**config.mk**
```make
export PLATFORM = sky130hd
export DESIGN_NAME = serial_adder
export DESIGN_NICKNAME = d
export VERILOG_FILES = /design/src/rtl/serial_adder.sv
export SDC_FILE = /design/constraint.sdc
export NUM_CORES = 1
export LEC_CHECK = 0
export CORE_ASPECT_RATIO = 0.7
export CORE_UTILIZATION = 30
export DETAILED_ROUTE_END_ITERATION = 8
export GPL_TIMING_DRIVEN = 0
export HOLD_SLACK_MARGIN = 0.02
export MAX_ROUTING_LAYER = met4
export REMOVE_ABC_BUFFERS = 1
export SYNTH_ARGS = -nofsm -noshare
export SYNTH_HDL_FRONTEND = slang
export SYNTH_SLANG_ARGS = --single-unit
```
**constraint.sdc**
```tcl
create_clock -name clk -period 2.7 [get_ports clk]
set_input_delay 0.675 -clock clk [delete_from_list [all_inputs] [get_ports clk]]
set_output_delay 0.675 -clock clk [all_outputs]
set_load 0.02 [all_outputs]
```
**src/rtl/serial_adder.sv**
```systemverilog
// Digit-serial adder/subtractor: one DIGIT-wide full-adder slice plus a registered carry,
// processing WIDTH/DIGIT digits per operation behind a start/ready/done handshake.
module serial_adder #(
    parameter int unsigned WIDTH = 8,
    parameter int unsigned DIGIT = 1
) (
    input  logic             clk,
    input  logic             rst_n,
    input  logic             start,
    input  logic             sub,
    input  logic [WIDTH-1:0] a,
    input  logic [WIDTH-1:0] b,
    output logic             ready,
    output logic             busy,
    output logic             done,
    output logic [WIDTH-1:0] s,
    output logic             co,
    output logic             ov
);

    localparam int unsigned N     = WIDTH / DIGIT;
    localparam int unsigned CNT_W = (N > 1) ? $clog2(N) : 1;

    if (WIDTH < 1 || DIGIT < 1 || (WIDTH % DIGIT) != 0) begin : g_bad_params
        $error("serial_adder: WIDTH must be >= 1 and a multiple of DIGIT");
    end

    typedef enum logic {StIdle, StRun} state_t;

    state_t             state_q;
    logic [WIDTH-1:0]   op_a_q;
    logic [WIDTH-1:0]   op_b_q;
    logic [WIDTH-1:0]   acc_q;
    logic               carry_q;
    logic [CNT_W-1:0]   cnt_q;

    logic [DIGIT:0]     slice;
    logic [DIGIT-1:0]   dig_a;
    logic [DIGIT-1:0]   dig_b;
    logic [DIGIT-1:0]   dig_sum;
    logic               slice_co;
    logic               msb_cin;
    logic               last;
    logic [WIDTH-1:0]   acc_next;

    always_comb begin
        dig_a    = op_a_q[DIGIT-1:0];
        dig_b    = op_b_q[DIGIT-1:0];
        slice    = {1'b0, dig_a} + {1'b0, dig_b} + {{DIGIT{1'b0}}, carry_q};
        dig_sum  = slice[DIGIT-1:0];
        slice_co = slice[DIGIT];
        // Carry into the top bit of the slice, recovered from that bit's sum.
        msb_cin  = dig_sum[DIGIT-1] ^ dig_a[DIGIT-1] ^ dig_b[DIGIT-1];
        acc_next = (acc_q >> DIGIT) | (WIDTH'(dig_sum) << (WIDTH - DIGIT));
        last     = (cnt_q == CNT_W'(N - 1));
    end

    always_ff @(posedge clk or negedge rst_n) begin
        if (!rst_n) begin
            state_q <= StIdle;
            op_a_q  <= '0;
            op_b_q  <= '0;
            acc_q   <= '0;
            carry_q <= 1'b0;
            cnt_q   <= '0;
            ready   <= 1'b1;
            busy    <= 1'b0;
            done    <= 1'b0;
            s       <= '0;
            co      <= 1'b0;
            ov      <= 1'b0;
        end else begin
            done <= 1'b0;
            unique case (state_q)
                StIdle: begin
                    if (start) begin
                        op_a_q  <= a;
                        op_b_q  <= sub ? ~b : b;
                        carry_q <= sub;
                        cnt_q   <= '0;
                        acc_q   <= '0;
                        state_q <= StRun;
                        ready   <= 1'b0;
                        busy    <= 1'b1;
                    end
                end
                StRun: begin
                    op_a_q  <= op_a_q >> DIGIT;
                    op_b_q  <= op_b_q >> DIGIT;
                    carry_q <= slice_co;
                    cnt_q   <= cnt_q + CNT_W'(1);
                    acc_q   <= acc_next;
                    if (last) begin
                        s       <= acc_next;
                        co      <= slice_co;
                        ov      <= msb_cin ^ slice_co;
                        done    <= 1'b1;
                        state_q <= StIdle;
                        ready   <= 1'b1;
                        busy    <= 1'b0;
                    end
                end
                default: state_q <= StIdle;
            endcase
        end
    end

endmodule

```
==> metrics, run 1 <==
status completed; clock-pin slew on the worst setup and hold paths approximately 0.08 ns; Hold WC Path Type in2async; Worst-Margin Slew roughly 1.3 ns; critical-path cell list clkdlybuf4s50_1, nor2_2, a22o_1; final slew viol count 0; Critical Path AT approximately 2.6 ns; non-filler cells, final 264; Die Span Y between 60 and 70 um; Slew HR 12.47%; CTS Buffer Depth 2; Starting Density a little under a third; Die X-Extent 95.27 um; total CTS buffers 5; critical path class in2reg; RD Place Congestion 0.6891; 1st-iter DRT viols 70; Pleak about 0.0011 uW; dominant cell type by area after synthesis dfrtp_1; clk sinks a little over 40; core area between 5000 and 6000 um^2; WL met3 ~170 um; Startpoint Class primary input; root buffer cell clkbuf_8; first-pass GRT wire length just under 6000 um; CTS HTree Levels 2; DRC 0; DR WL/cell 12.69 um; Critical Path Sink Type register; insertion delay to the later sink of the worst-skew pair 0.29 ns; Cell Area, Synth around 1800 um^2; Yosys cell types 23; die area 6410 um^2; vias in the first global route 1159; register bit total from synthesis just over 40; largest net degree at the start of global routing 45; Gate Count Post-Synth ~160; via count around 1200; antenna violations before repair 0; dpl ws -0.1360 ns; RSZ-0062 raised after global routing false; GRT Util Overall approximately an eighth; DR pass1 iterations 4; Vias per Instance around 4.5; Met1 Routed Length around 1700 um; met2 wire length between 1000 and 1500 um; HPWL after DPL about 2200 um; CP required between 2 and 3 ns; Max Clk Rate approximately 0.43 GHz; Max Cap Violations 0; total power per unit cell area between 1000 and 1500 nW/um^2; top sig layer met4; final hold violations 0; share of the synthesized area in the top cell type between 50% and 60%; crit path max fanout 24; # setup viols final 0; final worst-path cycle share between 80% and 90%; ranking of synthesized cells by area dfrtp_1 55%, mux2i_1 8.2%, o21ai_0 5.8%; sequential cell area fraction in the yosys report about 56%; Setup Skew between 0.004 and 0.005 ns; Final WS setup roughly 0.37 ns; Ports 33; number of I/O port buffers 32; grt total ovfl 0; # diodes 0; Placed Instances ~260; layout cells sized above 1 between 10% and 20%; final WL between 3000 and 4000 um; Mean Syn Cell Area 11.56 um^2; max incr delay on CP between 1 and 1.5 ns; Tmin final 2.333 ns; Cell Rows 23; Area Growth Syn to Fin 27.06%; VDD IR-drop max between 0.2 and 0.25 mV; Antenna Violating Nets Remaining 0; CTS tree done; synth warn 0; final net count between 200 and 250; slowest cell on the critical path clkdlybuf4s50_1
[timing repair]
| item | 4_1_cts | 5_1_grt |
|---|---|---|
| hold buffers | 0 | 0 |
| endpoints found under the setup margin | 0 | 1 |
| resized for setup | 0 | 1 |
| setup buffers | 0 | 0 |
[worst paths after layout]
path,start,cells after the start,end,slack [ns]
min reg2reg,op_b_q[7],2,op_b_q[6],0.49
min,rst_n,1,s[5],0.28
max,start,3,cnt_q[1],0.37
min in group clk,op_b_q[7],2,op_b_q[6],0.49
max reg2reg,state_q,2,s[0],0.65
max in group asynchronous,rst_n,2,op_b_q[2],1.95
[kinds of logic after synthesis]
family	Yosys count	synth area share, %
compound gates	32	10.48
buf+inv	17	5.342
mux	22	13.15
fa+ha+maj	3	2.466
flops	41	56.23
simple gates	32	7.055
xor+xnor	11	5.274
[synth_stat cells]
cell type and n:
fa_1 1, nor2_1 7, inv_1 7, nand2_1 23
o21ai_0 21, o22ai_1 1, mux2_4 3, xor2_1 7
buf_4 3, a21oi_1 2, nand2_4 1, clkbuf_1 4
nand3_1 1, a22o_1 6, mux2i_1 15, buf_6 3
dfstp_2 1, mux2_2 4, xnor2_1 4, o211a_1 1
ha_1 2, dfrtp_1 40, a211oi_1 1
[through the flow]
step | util [%] | TNS, ns | hold WS, ns | area (um^2) | power [uW]
5_1_grt | 40.13 | 0 | 0.2997 | 2321 | 2747
3_3_place_gp | 37.51 | -6.722 | 0.4679 | 2170 | 1958
2_1_floorplan | - | 0 | 0.3794 | 1755 | 1625
6_report | 40.13 | 0 | 0.2819 | 2321 | 2557
3_5_place_dp | 37.77 | -0.8737 | 0.4714 | 2185 | 1998
4_1_cts | 40.08 | 0 | 0.2858 | 2318 | 2593
[routing by layer]
metal / vias to the layer above / track usage [%]
li1: 587 / -
met2: 35 / 16.70
met3: 5 / 4.054
met4: 0 / 4.545
met1: 559 / 18.22
met5: - / -
[placed cells by master, fill, tap and decap left out, drive strengths merged, types with 4 or more instances in the layout]
master,synthesis,layout
clkbuf,4,5
mux2,7,7
o21ai,21,21
xnor2,4,4
inv,7,7
mux2i,15,15
nor2,7,7
nand2,24,24
clkdlybuf4s50,0,31
a22o,6,6
xor2,7,7
dfrtp,40,40
[report_power, final]
part	leakage (uW)	total [uW]	internal, uW	switching [uW]
clock	0.0000681	592	367	224
combinational	0.000478	856	468	388
sequential	0.000527	1110	871	238
total	0.00107	2560	1710	850
[critical path, delay by kind of cell]
kind | cells | cell delay (ns)
buffers and inverters | 1 | 1.06
AOI/OAI and AO/OA | 1 | 0.21
and+or+nand+nor | 1 | 0.60
[layout make-up]
class / count / area, um^2
fillers: 584 / 3463
flip-flops and latches: 41 / 1027
multi-input cells: 100 / 704.4
repair buffers: 33 / 335.3
well taps: 75 / 93.84
clock buffers: 5 / 68.82
clock inverters: 3 / 65.06
inverters: 7 / 26.28
[state kept, by name, indices dropped and copies added, names as in the netlist]
| register | cells |
|---|---|
| acc_q | 7 |
| busy | 1 |
| carry_q | 1 |
| cnt_q | 3 |
| co | 1 |
| done | 1 |
| op_a_q | 8 |
| op_b_q | 8 |
| ov | 1 |
| ready | 1 |
| s | 8 |
| state_q | 1 |
Note: power is estimated with default switching activity, not from simulation.
==> inputs of run 2 (changes only) <==
- CORE_ASPECT_RATIO: 0.7 -> 0.5
- CTS_CLUSTER_SIZE: unset -> 24
==> run 2 against run 1 <==
  * Final cell count shrank 1.1%
  * Register-to-register slack is essentially flat
  * Sequential cell count is the same
  * Hold slack gained 0.20 ns
  * Routed wire length shrank 3.3%
  * Die area grew 0.23%
  * Combinational power is essentially flat
  * Sequential power is essentially flat
  * Global-route usage shrank 0.60 points
  * Clock-buffer cell count grew 1
  * Critical path depth is the same
  * First-iteration DRC count shrank 41%
  * Largest power group unchanged
==> metrics, run 2 (same netlist as run 1, synthesis figures left out) <==
Post-CTS Setup Bufs 0 (unchanged); vias in the first global route 1243 (+7.2%); Worst-Margin Slew 1.278 ns (-0.03457 ns); # diodes 0 (unchanged); DR WL/cell 12.41 um (-2.2%); clock-pin slew on the worst setup and hold paths 0.06 ns (-0.02 ns); via count 1187 (+0.084%); Cell Rows 19 (-17%); Max Clk Rate 0.4020 GHz (-6.2%); final net count 210 (-0.47%); antenna violations before repair 0 (unchanged); Regs by FF count op_a_q (8), op_b_q (8), s (8); # setup viols final 0 (unchanged); Max Cap Violations 0 (unchanged); DR pass1 iterations 4 (unchanged); CTS tree done; number of I/O port buffers 32 (unchanged); grt total ovfl 0 (unchanged); Critical Path Sink Type register; die area 6424 um^2 (+0.23%); GRT Util Overall 12.17% (-0.60 points); Setup Skew 0.007435 ns (+0.003089 ns); leading cell type in the layout, fill and taps excluded dfrtp_1; Die Span Y 57.18 um (-15%); Tmin final 2.487 ns (+0.1540 ns); core area 5682 um^2 (-1.8%); Vias per Instance 4.548 (+1.2%); Core Util, Final 40.74% (+0.61 points); Critical Path AT 2.71 ns (+0.15 ns); critical-path cell list clkdlybuf4s50_1, nor2_1, a22o_1; first-pass GRT wire length 5761 um (-0.48%); slowest cell on the critical path clkdlybuf4s50_1; total power per unit cell area 1104 nW/um^2 (+0.26%); clk sinks 41 (unchanged); Area Growth Syn to Fin 26.71%; WHS 0.4815 ns (+0.1996 ns); final slew viol count 0 (unchanged); Slew HR 14.78% (+2.3 points); VDD IR-drop max 0.3293 mV (+32%); Pleak 0.001072 uW (about the same); Hold WC Path Type reg2reg; critical path class in2reg; DRC 0 (unchanged); crit path max fanout 24 (unchanged); RSZ-0062 raised after global routing false; dpl ws -0.06755 ns (+0.06841 ns); CTS Buffer Depth 2 (unchanged); insertion delay to the later sink of the worst-skew pair 0.28 ns (about the same); Ports 33 (unchanged); CP required 2.92 ns (about the same); Die X-Extent 112.4 um (+18%); largest net degree at the start of global routing 45 (unchanged); Post-CTS Hold Fix Bufs 0 (unchanged); layout cells sized above 1 9.574% (-1.0 points); max incr delay on CP 1.02 ns (-0.04 ns); Startpoint Class primary input; RD Place Congestion 0.6763 (-1.9%); Final WS setup 0.2126 ns (-0.1540 ns); commonest cells after routing, fill and taps aside 40 x dfrtp_1, 31 x clkdlybuf4s50_1, 23 x nand2_1; 1st-iter DRT viols 41 (-41%); Antenna Violating Nets Remaining 0 (unchanged); Starting Density 32.15% (+0.57 points); total CTS buffers 5 (unchanged); Buf+Inv Stages, Crit Path 1 (unchanged); Fin Setup TNS 0 ns (unchanged); final WL 3239 um (-3.3%); root buffer cell clkbuf_16; status completed; CTS HTree Levels 2 (unchanged); final worst-path cycle share 92.13% (+5.7 points); cts repair resizes 0 (unchanged); final hold violations 0 (unchanged); CP delay by family, top buffers and inverters; HPWL after DPL 2098 um (-6.5%)
-- run 2: where the power goes --
group	switching, uW	leakage, uW	internal (uW)
clock network	233	0.0000768	367
registers	230	0.000527	873
logic	387	0.000468	466
total	850	0.00107	1710
-- run 2: metal layers --
| layer | share of wire [%] | wire, um | up-vias | track usage, % |
|---|---|---|---|---|
| li1 | - | - | 592 | - |
| met1 | 47 | 1528 | 573 | 13.92 |
| met2 | 47 | 1513 | 17 | 19.79 |
| met3 | 4.3 | 138 | 5 | 3.613 |
| met4 | 1.8 | 59 | 0 | 6.286 |
| met5 | 0 | 0 | - | - |
-- run 2: area by class of cell --
class                           count  area, um^2
Multi-Input combinational cell    100       701.9
Fill cell                         549        3367
Clock buffer                        6       138.9
Clock inverter                      2       13.76
Tap cell                           73       91.34
Inverter                            7       26.28
Timing Repair Buffer               32       315.3
Sequential cell                    41        1027
-- run 2: path summary, 6_finish.rpt --
| kind | startpoint | end | slack, ns | cells past startpoint |
|---|---|---|---|---|
| max reg2reg | state_q | cnt_q[1] | 0.65 | 2 |
| min in group asynchronous | rst_n | op_a_q[5] | 0.53 | 1 |
| min | op_a_q[5] | op_a_q[4] | 0.48 | 2 |
| max | start | cnt_q[1] | 0.21 | 3 |
| max in group asynchronous | rst_n | s[6] | 1.60 | 1 |
| min reg2reg | op_a_q[5] | op_a_q[4] | 0.48 | 2 |
-- run 2: worst reg2reg max path, stage by stage, from the launching register on --
cell and delay [ns]:
dfrtp_1 1.19, nor2_1 0.42, a22o_1 0.32
-- run 2: stage by stage --
| stage | std cells | total power, uW | area (um^2) |
|---|---|---|---|
| 3_3_place_gp | 253 | 1945 | 2167 |
| 6_report | 261 | 2557 | 2315 |
| 3_5_place_dp | 253 | 1981 | 2162 |
| 2_1_floorplan | 148 | 1625 | 1755 |
| 5_1_grt | 261 | 2739 | 2315 |
| 4_1_cts | 261 | 2597 | 2315 |
